File: config.mk
export PLATFORM = sky130hd
export DESIGN_NAME = strobed_to_axi
export DESIGN_NICKNAME = d
export VERILOG_FILES = /design/src/rtl/strobed_to_axi.sv
export SDC_FILE = /design/constraint.sdc
export NUM_CORES = 1
export LEC_CHECK = 0
export CAP_MARGIN = 20
export CORE_MARGIN = 5
export CORE_UTILIZATION = 51
export CTS_CLUSTER_SIZE = 16
export DETAILED_ROUTE_END_ITERATION = 8
export PLACE_DENSITY = 0.65
export SLEW_MARGIN = 0
export SYNTH_ARGS = -nofsm -noshare
export SYNTH_HDL_FRONTEND = slang
export SYNTH_SLANG_ARGS = --single-unit
File: constraint.sdc
create_clock -name clk -period 5 [get_ports clk]
set_input_delay 1 -clock clk [delete_from_list [all_inputs] [get_ports clk]]
set_output_delay 1 -clock clk [all_outputs]
set_load 0.02 [all_outputs]
File: src/rtl/strobed_to_axi.sv
// rtl/strobed_to_axi.sv - strobed sample source to AXI-Stream master via circular FIFO (optional STROBED_TO_AXI_DROP_PKT_EN)
module strobed_to_axi #(
    parameter int WIDTH     = 32,
    parameter int FIFO_SIZE = 5
) (
    input  logic                 clk,
    input  logic                 reset,
    input  logic                 clear,
    input  logic [15:0]          pkt_len,
    input  logic                 in_stb,
    input  logic                 in_last,
    input  logic [WIDTH-1:0]     in_data,
    output logic [WIDTH-1:0]     o_tdata,
    output logic                 o_tlast,
    output logic                 o_tvalid,
    input  logic                 o_tready,
    output logic                 overflow,
    output logic [FIFO_SIZE:0]   occupied
);

    localparam int DEPTH = 2 ** FIFO_SIZE;

    logic [WIDTH:0]          mem [DEPTH];
    logic [FIFO_SIZE-1:0]    wr_ptr;
    logic [FIFO_SIZE-1:0]    rd_ptr;
    logic [FIFO_SIZE-1:0]    tail_ptr;
    logic [FIFO_SIZE:0]      occ;
    logic [15:0]             cnt;
    logic [16:0]             cnt_plus1;
    logic                    ovf_q;
    logic                    flush;
    logic                    full;
    logic                    last_w;
    logic                    push;
    logic                    pop;
    logic                    drop;
    logic                    in_drop;
    logic                    truncate;

    assign flush     = reset | clear;
    // occ never exceeds DEPTH, so its MSB alone marks a full FIFO
    assign full      = occ[FIFO_SIZE];
    assign cnt_plus1 = {1'b0, cnt} + 17'd1;
    assign last_w    = in_last | ((pkt_len != 16'd0) && (cnt_plus1 >= {1'b0, pkt_len}));
    assign tail_ptr  = wr_ptr - FIFO_SIZE'(1);

`ifdef STROBED_TO_AXI_DROP_PKT_EN
    localparam logic [0:0] RUN  = 1'b0;
    localparam logic [0:0] DROP = 1'b1;

    logic [0:0] state;

    assign in_drop  = (state == DROP);
    // Close the damaged packet on the last stored sample unless this strobe ends it anyway
    assign truncate = in_stb & full & ~in_drop & (cnt != 16'd0) & ~last_w;

    // RUN/DROP tracking: discard the remainder of a packet that lost a sample
    always_ff @(posedge clk) begin
        if (flush) begin
            state <= RUN;
        end else if (truncate) begin
            state <= DROP;
        end else if (in_drop && in_stb && last_w) begin
            state <= RUN;
        end
    end
`else
    assign in_drop  = 1'b0;
    assign truncate = 1'b0;
`endif

    assign push = in_stb & ~full & ~in_drop;
    assign drop = in_stb & full & ~in_drop;
    assign pop  = o_tvalid & o_tready;

    // Entry storage; push and truncation are mutually exclusive (truncation only when full)
    always_ff @(posedge clk) begin
        if (!flush) begin
            if (push) begin
                mem[wr_ptr] <= {last_w, in_data};
            end else if (truncate) begin
                mem[tail_ptr][WIDTH] <= 1'b1;
            end
        end
    end

    // Pointers, occupancy, packet sample counter and registered overflow pulse
    always_ff @(posedge clk) begin
        if (flush) begin
            wr_ptr <= '0;
            rd_ptr <= '0;
            occ    <= '0;
            cnt    <= '0;
            ovf_q  <= 1'b0;
        end else begin
            ovf_q <= drop;
            if (push) begin
                wr_ptr <= wr_ptr + FIFO_SIZE'(1);
            end
            if (pop) begin
                rd_ptr <= rd_ptr + FIFO_SIZE'(1);
            end
            case ({push, pop})
                2'b10:   occ <= occ + (FIFO_SIZE + 1)'(1);
                2'b01:   occ <= occ - (FIFO_SIZE + 1)'(1);
                default: occ <= occ;
            endcase
            if (in_stb) begin
                cnt <= last_w ? 16'd0 : cnt + 16'd1;
            end
        end
    end

    assign o_tvalid = (occ != '0);
    assign o_tdata  = mem[rd_ptr][WIDTH-1:0];
    assign o_tlast  = mem[rd_ptr][WIDTH];
    assign overflow = ovf_q;
    assign occupied = occ;

endmodule
### Word-level counts from Yosys, hierarchy flattened

Memory sizes are Yosys's and may differ from the RTL's. A register that Yosys moved wholly into a read port is not among the register bits.
Cells that the tools add are included.
W data, S select, Z words.

* add/sub/neg operators: 6
* magnitude comparators: 1
* reduce and logical (&&, ||, !) cells: 4
* mux-type cells: 7
* bitwise operators: 6
* equal/unequal tests: 2

Operators with widths (count)
* $add A16 B1 Y17 const B: 1
* $ge A17 B16 Y1: 1
* $add A16 B1 Y16 const B: 1
* $mux W16: 1
* $reduce_bool A16 Y1: 1
* $pmux W6 S2: 1
* $add A5 B1 Y5 const B: 2
* $mux W5: 2
* $add A6 B1 Y6 const B: 1
* $reduce_bool A6 Y1: 1
* $sub A6 B1 Y6 const B: 1
* $and A1 B1 Y1: 3
* $mux W1: 3
* $eq A2 B1 Y1 const B: 1
* $eq A2 B2 Y1 const B: 1
* $or A1 B1 Y1: 2
* $reduce_bool A2 Y1: 1
* $logic_and A1 B1 Y1: 1
* $not A1 Y1: 1

* input bits: 54
* memory bits (writable): 1056
* register bits: 33
* memories kept: 1

Memory list
* mem: depth 32, bits a word 33, read ports 1, clocked after memory_dff 1, wr ports 1, RTL line 23 `logic [WIDTH:0] mem [DEPTH];`

### Longest topological paths before layout

* depth after elaboration: 5
* gate-level depth with buffers: 12
* gate-level depth less buffers: 10

### Least setup slack after synthesis

No wires, ideal clock.

* kind: register to register
* from: reg cnt[5]
* to: mem mem[0][32] (netlist name) (data pin)
* required time: 4.560 ns
* data arrival time: 3.362 ns
* path slack: 1.198 ns
* cell stages (with the launch flop): 12
* period minus slack after synthesis: 3.802 ns
* cell sequence: dfxtp_1 > clkbuf_1 > and4_1 > clkbuf_1 > and4_1 > nand3_1 > xnor2_1 > ha_1 > nand3_1 > nor3_1 > o21ai_0 > a31oi_1

* word-level cells in the longest chain between the ends: 4

RTL lines
* start, declared: RTL line 28 `logic [15:0] cnt;`
* start signal, assigned: RTL line 109 `cnt <= last_w ? 16'd0 : cnt + 16'd1;`
* $add A16 B1 Y17: RTL line 43 `assign cnt_plus1 = {1'b0, cnt} + 17'd1;`
* $ge A17 B16 Y1: RTL line 44 `assign last_w = in_last | ((pkt_len != 16'd0) && (cnt_plus1 >= {1'b0, pkt_len}));`
* $logic_and A1 B1 Y1: RTL line 44
* $or A1 B1 Y1: RTL line 44
* named net last_w: RTL line 33 `logic last_w;`
* end, declared: RTL line 23

The timed path passes the listed nets, and every way through them passes these cells.

==> impl_summary.txt <==
----------------------------------------------------
[Worst hold path]
  Path class of the lowest-slack min-delay path ... register to register
  Hold_sp ... cnt[8]
  Number of stages on the worst hold path ... 2
  Endpoint of the worst hold path ... cnt[8]

[Timing]
  RSZ-0062 raised after global routing ... false
  Worst slack on hold paths ... 0.501 ns
  Final setup vio count ... 0
  Clock Skews ... 0.0195 ns
  Clock period minus worst slack ... 4.73 ns
  Count of final max-slew check failures ... 0
  Crit path setup slack, layout ... 0.270 ns
  Transition time at the pin with the least slew margin ... 1.09 ns
  Highest Clock Rate ... 0.211 GHz
  Part of the cycle the worst path needs ... 0.946
  Number of hold violations in the final report ... 0
  Setup total negative slack ... 0 ns
  Max_slew headroom ... 0.270

[Clock tree]
  Buffers inserted by post-CTS timing repair ... 0
  Sink Count ... 1094
  Post-CTS sizing ... 0
  Clock tree from TritonCTS ... yes
  Clock insertion delay at the later pin of the skew report ... 0.66 ns
  # H-tree levels ... 3
  Maximum number of buffers from clock root to sink ... 3
  Hold-fix buffers, CTS ... 0
  CTS Root Cell ... sky130_fd_sc_hd__clkbuf_16
  Inserted Clock Buffers ... 107
  Clock Pin Slew Worst Setup and Hold Paths ... 0.06 ns

[Cells and area]
  Fraction of layout instances using a drive strength above 1 ... 0.302
  Most frequent cells in the layout ... sky130_fd_sc_hd__edfxtp_1 (1056), sky130_fd_sc_hd__mux4_2 (330), sky130_fd_sc_hd__clkbuf_16 (112), sky130_fd_sc_hd__clkdlybuf4s50_1 (94), sky130_fd_sc_hd__buf_4 (49)
  Count of placed standard cells in the final layout, fillers left out ... 3207
  Most common cell after layout, fill and taps aside ... sky130_fd_sc_hd__edfxtp_1
  Net total in the final layout ... 2127
  Area growth, synth to finish ... 15.9%
  Utilization of the core after routing ... 0.598
  Ant. Diodes ... 0

[Die]
  Io pins ... 95
  Standard-cell row count ... 105
  Die Footprint ... 89200 um2
  X dimension of the die ... 299 um
  Core region area ... 82400 um2
  Starting utilization of the core area ... 0.516
  Die span in y ... 299 um

[Place]
  Worst-case setup slack after placement ... 0.415 ns
  Global placer's final weighted congestion ... 0.771
  Placed cell count ... 2999
  Count of buffers from port buffering ... 94
  Detailed Place HPWL ... 53.5 mm

[Setup path]
  Required @ worst endpoint ... 4.00 ns
  Register-to-register setup slack ... 1.56 ns
  Worst-path fanout max ... 24
  Critical path data arrival time ... 3.73 ns
  Number of cells on the worst reg-to-reg path ... 10
  Reg-to-reg critical path startpoint ... cnt[5]
  Worst setup SP type ... register
  Setup Crit Path Kind ... register to output pin
  Endpoint of the lowest-slack register-to-register path ... cnt[13]
  Endpoint class of the critical path ... output pin

[Global route]
  Wire length of the first global-routing pass ... 144 mm
  Global routing met2 resource utilization ... 0.374
  Pin count of the biggest net entering global routing ... 72
  Number of global-route vias before repair ... 20.6k
  Total global routing track utilization ... 0.223
  Global-route met3 utilization ... 0.0375
  Global route overflow ... 0
  Gr busiest metal ... met2
  Initial antenna violation count ... 1
  Met1 usage ... 0.317

[Detailed routing]
  # DRC ... 0
  DR pass1 iterations ... 5
  Detail Route Antenna Nets ... 0
  Final routed wire length divided by cell count ... 30.7 um
  Vias ... 20.0k
  Total wirelength of the detailed-routed design ... 98.4 mm
  Iter 0 DRT Violations ... 2240
  Vias per inst ... 6.22

[Synth]
  Fraction of synthesized cell area taken by the top area cell type ... 0.746
  Post-synthesis cell type with the largest combined area ... sky130_fd_sc_hd__edfxtp_1
  Ys flop type ... sky130_fd_sc_hd__edfxtp_1
  Number of enable-type register cells in the synthesized netlist ... 1056
  Count of yosys warnings during synthesis ... 0
  Number of synthesized register bits ... 1094
  Mapped Avg Cell Area ... 23.0 um2
  Synth area leaders ... sky130_fd_sc_hd__edfxtp_1 (75%), sky130_fd_sc_hd__mux4_2 (17%), sky130_fd_sc_hd__dfxtp_1 (1.8%)
  Ys async rst share ... 0
  Share of the yosys chip area belonging to registers ... 0.764
  Cells after synthesis ... 1848
  Post-synthesis cell type count ... 41
  Number of nets in the synthesized netlist ... 1930
  Cell area after synthesis ... 42500 um2

[Power and ir drop]
  Total power divided by cell area ... 376 nW/um2
  Worst ir drop on vdd ... 0.328 mV
  Leak Pwr ... 15.0 nW

[Flow run]
  Number of max-capacitance violations reported ... 0

[Outcome]
  Run status ... completed

----------------------------------------------------
synthesized netlist by cell type, types with 10 or more instances:
cell type / count
sky130_fd_sc_hd__mux4_2: 330
sky130_fd_sc_hd__nor4_1: 10
sky130_fd_sc_hd__clkbuf_1: 46
sky130_fd_sc_hd__ha_1: 27
sky130_fd_sc_hd__a21oi_1: 13
sky130_fd_sc_hd__dfxtp_1: 38
sky130_fd_sc_hd__nor2_1: 61
sky130_fd_sc_hd__o21ai_0: 14
sky130_fd_sc_hd__mux2_2: 33
sky130_fd_sc_hd__xnor2_1: 12
sky130_fd_sc_hd__inv_1: 23
sky130_fd_sc_hd__edfxtp_1: 1056
sky130_fd_sc_hd__xor2_1: 13
sky130_fd_sc_hd__nand3_1: 11
sky130_fd_sc_hd__buf_2: 22
sky130_fd_sc_hd__nand2_1: 37
sky130_fd_sc_hd__nand4_1: 16
sky130_fd_sc_hd__buf_1: 17
cells by family (layout without fill, tap and decap cells):
group | count (synthesis) | count (layout) | synth area share
xor gates and xnor gates | 25 | 25 | 0.00515
adders and majority gates | 28 | 28 | 0.00842
muxes | 366 | 366 | 0.184
AOI/OAI and AO/OA | 48 | 48 | 0.00686
DFF | 1094 | 1094 | 0.764
and+or+nand+nor | 170 | 170 | 0.0193
buffers and inverters | 117 | 406 | 0.0120
stage by stage:
stage / instance area [um2] / total power [mW]
floorplan: 42500 / 10.5
global placement: 45600 / 10.8
detailed placement: 45600 / 10.8
CTS: 49100 / 18.6
global route: 49200 / 19.1
finish: 49200 / 18.5
report_power, final:
| part | switching, mW | internal (mW) |
|---|---|---|
| registers | 0.0107 | 10.1 |
| logic | 0.302 | 0.248 |
| clock network | 3.31 | 4.56 |
how the worst max path moves through the flow:
stage | to | startpoint | cells after the start | slack, ns
floorplan | mem[0][32] | cnt[5] | 11 | 1.20
global placement | mem[31][25] | in_stb | 7 | 0.48
detailed placement | mem[31][25] | in_stb | 7 | 0.41
CTS | o_tlast | register | 5 | 0.20
global route | o_tdata[8] | register | 6 | 0.14
finish | o_tdata[3] | register | 6 | 0.27
cell type report:
type	instances	area [um2]
fillers	5644	33100
flip-flops and latches	1094	32500
multi-input cells	637	9770
clock buffers	144	2960
repair buffers	182	2090
well taps	1070	1340
clock inverters	57	513
inverters	23	86.3
worst max-delay path, stage by stage, from the launching register on:
cell and delay [ns]:
sky130_fd_sc_hd__dfxtp_4 0.57, sky130_fd_sc_hd__buf_12 0.27, sky130_fd_sc_hd__buf_12 0.25, sky130_fd_sc_hd__mux4_2 0.55, sky130_fd_sc_hd__mux4_2 0.52, sky130_fd_sc_hd__mux2_2 0.31
sky130_fd_sc_hd__clkdlybuf4s50_1 0.55
registers in the layout, indices dropped and copies added, names as in the netlist, named ones only:
name / count
occupied: 6
mem: 1056
wr_ptr: 5
overflow: 1
cnt: 16
rd_ptr: 5
metal layers:
layer  up-vias  routed length, um
met3       114               7780
met1     10800              39200
met4         0               1420
met2       797              50100
li1       8268                  -
met5         -                  0
(Power assumes the default switching activity.)
